File: src/rtl/timer_pkg.sv
// Shared definitions for the down_timer block: FSM state encoding and default width.
package timer_pkg;

  localparam int DEFAULT_WIDTH = 4;

  typedef enum logic [1:0] {
    ST_IDLE    = 2'd0,
    ST_RUN     = 2'd1,
    ST_EXPIRED = 2'd2
  } state_t;

endpackage

File: src/rtl/timer_prescaler.sv
// Prescaler for down_timer: wraps every PRESCALE enabled steps and flags the wrap cycle.
// Only instantiated when TIMER_PRESCALE_EN is defined.
module timer_prescaler
  import timer_pkg::*;
#(
  parameter int PRESCALE = 4
) (
  input  logic clk,
  input  logic rst_n,
  input  logic clear,
  input  logic step,
  output logic wrap
);

  // PRESCALE=1 still needs a 1-bit counter; it simply wraps every step.
  localparam int PS_W = (PRESCALE > 1) ? $clog2(PRESCALE) : 1;
  localparam logic [PS_W-1:0] PS_LAST = PS_W'(PRESCALE - 1);

  logic [PS_W-1:0] ps_cnt;

  assign wrap = step && (ps_cnt == PS_LAST);

  always_ff @(posedge clk or negedge rst_n) begin
    if (!rst_n) begin
      ps_cnt <= '0;
    end else if (clear) begin
      ps_cnt <= '0;
    end else if (step) begin
      ps_cnt <= wrap ? '0 : ps_cnt + 1'b1;
    end
  end

endmodule

File: src/rtl/down_timer.sv
// Loadable down-counter/timer with one-shot and auto-reload modes, combinational tc cascade
// output and registered done pulse. Define TIMER_PRESCALE_EN to add the PRESCALE divider.
module down_timer
  import timer_pkg::*;
#(
  parameter int WIDTH    = DEFAULT_WIDTH,
  parameter int PRESCALE = 4
) (
  input  logic             clk,
  input  logic             rst_n,
  input  logic             en,
  input  logic             load,
  input  logic [WIDTH-1:0] load_val,
  input  logic             clear,
  input  logic             auto_reload,
  output logic [WIDTH-1:0] count,
  output logic             tc,
  output logic             done,
  output logic             busy,
  output logic             zero
);

  state_t           state, state_next;
  logic [WIDTH-1:0] count_next;
  logic [WIDTH-1:0] reload_reg, reload_next;
  logic             done_next;
  logic             dec;
  logic             expire;

`ifdef TIMER_PRESCALE_EN
  logic ps_clear;
  assign ps_clear = clear | load | expire;

  timer_prescaler #(
    .PRESCALE (PRESCALE)
  ) u_prescaler (
    .clk   (clk),
    .rst_n (rst_n),
    .clear (ps_clear),
    .step  ((state == ST_RUN) && en),
    .wrap  (dec)
  );
`else
  // PRESCALE is meaningless without the divider; consume it so the default build stays clean.
  logic unused_prescale;
  assign unused_prescale = ^PRESCALE;
  assign dec = (state == ST_RUN) && en;
`endif

  assign expire = dec && (count == WIDTH'(1));
  assign tc     = expire;
  assign busy   = (state == ST_RUN);

  always_comb begin
    // NOTE: every output of this block gets a default first, so no path can infer a latch.
    state_next  = state;
    count_next  = count;
    reload_next = reload_reg;
    done_next   = 1'b0;

    if (clear) begin
      state_next = ST_IDLE;
      count_next = '0;
    end else if (load) begin
      count_next  = load_val;
      reload_next = load_val;
      if (load_val == '0) begin
        // A zero start expires immediately without ever passing through count==1.
        state_next = ST_EXPIRED;
        done_next  = 1'b1;
      end else begin
        state_next = ST_RUN;
      end
    end else if (dec) begin
      if (expire) begin
        done_next = 1'b1;
        if (auto_reload) begin
          count_next = reload_reg;
        end else begin
          count_next = '0;
          state_next = ST_EXPIRED;
        end
      end else begin
        count_next = count - 1'b1;
      end
    end
  end

  always_ff @(posedge clk or negedge rst_n) begin
    // NOTE: state registers use non-blocking assignments so every flop samples pre-edge values.
    if (!rst_n) begin
      state      <= ST_IDLE;
      count      <= '0;
      reload_reg <= '0;
      done       <= 1'b0;
      zero       <= 1'b1;
    end else begin
      state      <= state_next;
      count      <= count_next;
      reload_reg <= reload_next;
      done       <= done_next;
      zero       <= (count_next == '0);
    end
  end

endmodule
File: config.mk
export PLATFORM = sky130hd
export DESIGN_NAME = down_timer
export DESIGN_NICKNAME = d
export VERILOG_FILES = /design/src/rtl/timer_pkg.sv /design/src/rtl/timer_prescaler.sv /design/src/rtl/down_timer.sv
export SDC_FILE = /design/constraint.sdc
export NUM_CORES = 1
export LEC_CHECK = 0
export ABC_AREA = 1
export CAP_MARGIN = 15
export CORE_MARGIN = 8
export CORE_UTILIZATION = 42
export CTS_CLUSTER_DIAMETER = 200
export CTS_CLUSTER_SIZE = 40
export DETAILED_ROUTE_END_ITERATION = 8
export PLACE_DENSITY_LB_ADDON = 0.08
export SETUP_SLACK_MARGIN = 0.3
export SKIP_CTS_REPAIR_TIMING = 1
export SYNTH_ARGS = -nofsm -noshare
export SYNTH_HDL_FRONTEND = slang
export SYNTH_SLANG_ARGS = --single-unit
File: constraint.sdc
create_clock -name clk -period 1.4 [get_ports clk]
set_input_delay 0.28 -clock clk [delete_from_list [all_inputs] [get_ports clk]]
set_output_delay 0.28 -clock clk [all_outputs]
set_load 0.1 [all_outputs]
**Yosys cells after proc, flatten, opt, wreduce, memory -nomap -nowiden**

Index checks and enable logic that the tools add are counted.

- Bitwise gates (word level): 1
- Equal/unequal tests: 3
- $add $sub $neg: 1
- Muxes and demuxes: 16
- Reductions and logical operators: 8

Operators by type and width:

| cell | count |
|---|---|
| $mux W4 | 5 |
| $mux W2 | 6 |
| $logic_not A4 Y1 | 2 |
| $reduce_bool A3 Y1 | 2 |
| $mux W1 | 5 |
| $eq A4 B1 Y1 const B | 1 |
| $sub A4 B1 Y4 const B | 1 |
| $ne A3 B3 Y1 const B | 1 |
| $reduce_and A3 Y1 | 1 |
| $eq A2 B1 Y1 const B | 1 |
| $logic_and A1 B1 Y1 | 2 |
| $reduce_and A2 Y1 | 1 |
| $not A1 Y1 | 1 |

- Register bits: 12
- Bits of input ports: 10
- Output and inout port bits: 8
- Logic and storage cells: 34

**Depth between registers and ports, before layout**

- Depth after elaboration: 8
- Mapped depth: 10
- Gate-level depth less buffers: 10

**Worst setup path after synthesis**

OpenSTA, ideal clock, no wires.

- Kind: flip-flop to flip-flop
- Start point: reg count[0]
- End point: reg zero
- Data required time: 1.336 ns
- Library setup time: 0.064 ns
- Cell stages (with the launch flop): 10
- Arrival time: 2.300 ns
- Buffers on the path: 0
- Clock period less this slack: 2.365 ns
- Slack: -0.965 ns
- Cells stage by stage: dfrtp_1 ha_1 nand2_2 nor2_4 nand2_1 nand2_1 nand2_1 nand2_1 nand2_2 nor2_2

- Cells in the longest elaborated chain, start to end: 7
- Elaborated cells between the ends (all ways): 8
- Classes of those cells: add/sub (1); eq/ne (1); mux (4); reduce/logical (2)

Ends and longest elaborated chain:

| element | RTL line | text |
|---|---|---|
| from (decl) | down_timer.sv:16 | `output logic [WIDTH-1:0] count,` |
| from (signal assigned) | down_timer.sv:99 | `count <= count_next;` |
| $eq A4 B1 Y1 | down_timer.sv:50 | `assign expire = dec && (count == WIDTH'(1));` |
| $logic_and A1 B1 Y1 | down_timer.sv:50 |  |
| net tc | down_timer.sv:17 | `output logic tc,` |
| $mux W4 | down_timer.sv:75 | `if (expire) begin` |
| $mux W4 | down_timer.sv:74 | `end else if (dec) begin` |
| $mux W4 | down_timer.sv:64 | `end else if (load) begin` |
| $mux W4 | down_timer.sv:61 | `if (clear) begin` |
| net count_next[3] | down_timer.sv:24 | `logic [WIDTH-1:0] count_next;` |
| $logic_not A4 Y1 | down_timer.sv:102 | `zero <= (count_next == '0);` |
| to (signal assigned) | down_timer.sv:102 |  |
| to (decl) | down_timer.sv:20 | `output logic zero` |

The timed path passes the listed nets, and every way through them passes these cells.
A chain may end at the register's enable or synchronous reset.

**Worst setup path in the final report**

- Start point: reg count[1]
- End point: out tc

- Cells in the longest elaborated chain, start to end: 2

Ends and longest elaborated chain:

| element | RTL line |
|---|---|
| $eq A4 B1 Y1 | down_timer.sv:50 |
| $logic_and A1 B1 Y1 | down_timer.sv:50 |
| to (decl) | down_timer.sv:17 |

Every way passes these cells.

==> flow_summary_export.csv <==
group,metric,value,unit
cts,cts.sink_count,12,
layout,antenna_cells,0,
floorplanning,dieArea,3322,um2
setup_path,worstPathArrival,1.35,ns
power,p_leak,0.6623,nW
synthesis,syn_avg_cell_area,7.507,um2
floorplanning,initial_core_util,43.60,%
placement,pre_cts_slack,-0.1958,ns
global_routing,grt_remaining_overflow,0,
timing,grt_setup_unrepaired,"true",
global_routing,gr-usage-all-layers,11.53,%
synthesis,ys_async_sr_fraction,100.0,%
cts,clk_path_buf_depth,2,
placement,io_buffers,17,
cts,cts_max_level,1,
synthesis,synth_top_flop_cell,"dfrtp_1",
synthesis,synth_fp_nets,109,
layout,design_area,1349,um2
floorplanning,dieHeight,57.64,um
routing,viasPerCell,4.834,
timing,slew_violations,0,
global_routing,grt_max_degree,13,
timing,period_needed,1.629,ns
job,maxCapViolCount,0,
floorplanning,coreArea,1670,um2
placement,dp.cells,144,
synthesis,synth_area,728.2,um2
routing,drc,0,
routing,detail-route-antenna-nets,0,
layout,syn_to_final_growth,85.22,%
synthesis,synth_seq_cells,12,
timing,tightest_slew,0.2889,ns
routing,firstDrtPassIters,4,
routing,vias,759,
routing,post_drt_wl_per_cell,12.16,um
layout,nets,153,
layout,instances_no_fill,157,
placement,dp_hpwl,1451,um
global_routing,grt_pass1_wl,3077,um
synthesis,netlist_top_cells_area,"dfrtp_1, nand2_1, inv_1",
power,p_per_area,880.0,nW/um2
routing,drt_iter0_markers,12,
timing,setup_violations,5,
cts,cts_tree,"yes",
routing,wl,1909,um
status,status,"finished with violations",
layout,drive_gt1_share,52.14,%
synthesis,synth-edff-count,0,
timing,timing.fmax,613.8,MHz
timing,finalSetupTns,-0.5156,ns
synthesis,synth.largest_area_cell,"dfrtp_1",
synthesis,synth_cell_types,20,
timing,final_hold_viol_count,0,
cts,cts_made_buffers,3,
floorplanning,row_count,15,
setup_path,crit_type,"reg2out",
floorplanning,io_pins,18,
cts,clk_pin_slew,0.08,ns
synthesis,yosysTopAreaCellShare,37.80,%
timing,max_slew_margin,80.54,%
layout,final_common_cell,"nand2_1",
placement,place_area,1137,um2
power,vdd_drop_max,0.7919,mV
cts,clk_latency,0.28,ns
setup_path,crit_required,1.12,ns
cts,clock_tree.root_cell,"clkbuf_4",
setup_path,worst_setup_path_start_kind,"flop",
layout,final_cell_mix,"nand2_1, buf_4, inv_1",
layout,fill_cells,106,
global_routing,grt_pass1_vias,748,
floorplanning,die_w,57.64,um
synthesis,yosysWarnings,0,
timing,setup_slack,-0.2293,ns
synthesis,synthCells,97,
setup_path,endpoint_kind,"primary output",
timing,clock-skew-final,0.007727,ns
global_routing,antenna_found_initial,0,
placement,place_congestion,0.9411,
status,violations,"negative setup slack",
worst_hold_path,holdCritPathClass,"in2async",
setup_path,cp_max_fo,3,
synthesis,synth.yosys.seq_area_share,41.41,%
timing,fin_crit_sh,116.4,%
-- stage by stage --
step | hold WS [ns] | power, mW | util, %
after floorplan | -0.01559 | 0.6629 | -
after global placement | 0.4590 | 0.8389 | 68.09
after detailed placement | 0.4866 | 0.8417 | 68.09
after CTS | 0.2930 | 1.116 | 70.26
after global routing | 0.3188 | 1.242 | 80.75
final | 0.2888 | 1.187 | 80.75
-- worst max-delay path, stage by stage (launching register included) --
cell	delay [ns]
dfrtp_4	0.49
inv_4	0.07
ha_4	0.15
nand2_4	0.06
nor2_4	0.12
buf_12	0.18
-- area by class of cell --
type | instances | area, um2 | area share [%]
timing repair buffer | 40 | 451.7 | 33.49
multi-input combinational | 63 | 432.9 | 32.10
sequential | 12 | 315.3 | 23.38
inverter | 21 | 91.34 | 6.772
clock buffer | 4 | 36.28 | 2.690
tap | 17 | 21.27 | 1.577
-- final timing paths --
check | startpoint | endpoint | slack [ns] | cells after the start
min reg2reg | reload_reg[0] | reload_reg[0] | 0.50 | 2
max reg2reg | count[1] | zero | -0.14 | 11
min in group clk | load | done | 0.41 | 4
min | rst_n | state[0] | 0.29 | 2
max | count[1] | tc | -0.23 | 5
max in group asynchronous | rst_n | zero | 0.87 | 2
-- routing by layer --
metal	wire length [um]	up-vias	track usage [%]
li1	-	387	-
met1	839	349	13.57
met2	929	16	18.49
met3	78	7	3.091
met4	62	0	6.429
met5	0	-	0
-- synthesized netlist by cell type (2+ instances only) --
| master | instances |
|---|---|
| a21oi_1 | 6 |
| a21oi_2 | 3 |
| dfrtp_1 | 11 |
| ha_1 | 2 |
| inv_1 | 19 |
| nand2_1 | 22 |
| nand2_2 | 3 |
| nand3_1 | 7 |
| nand4_1 | 3 |
| nor2_1 | 6 |
| nor2_2 | 2 |
| o21ai_0 | 5 |
-- cells by family (layout without fill, tap and decap cells) --
kind of cell | after synthesis | after routing | synth area share [%]
xor+xnor | 1 | 1 | 1.203
compound gates | 15 | 15 | 12.20
flops | 12 | 12 | 41.41
buf+inv | 22 | 65 | 11.68
simple gates | 45 | 45 | 30.07
fa+ha+maj | 2 | 2 | 3.436
-- where the power goes --
group          switching, mW  internal (mW)
Clock                  0.118          0.158
Sequential            0.0309          0.387
Combinational          0.277          0.215
Total                  0.426          0.760
No activity file was read; power rests on OpenSTA's default activity.
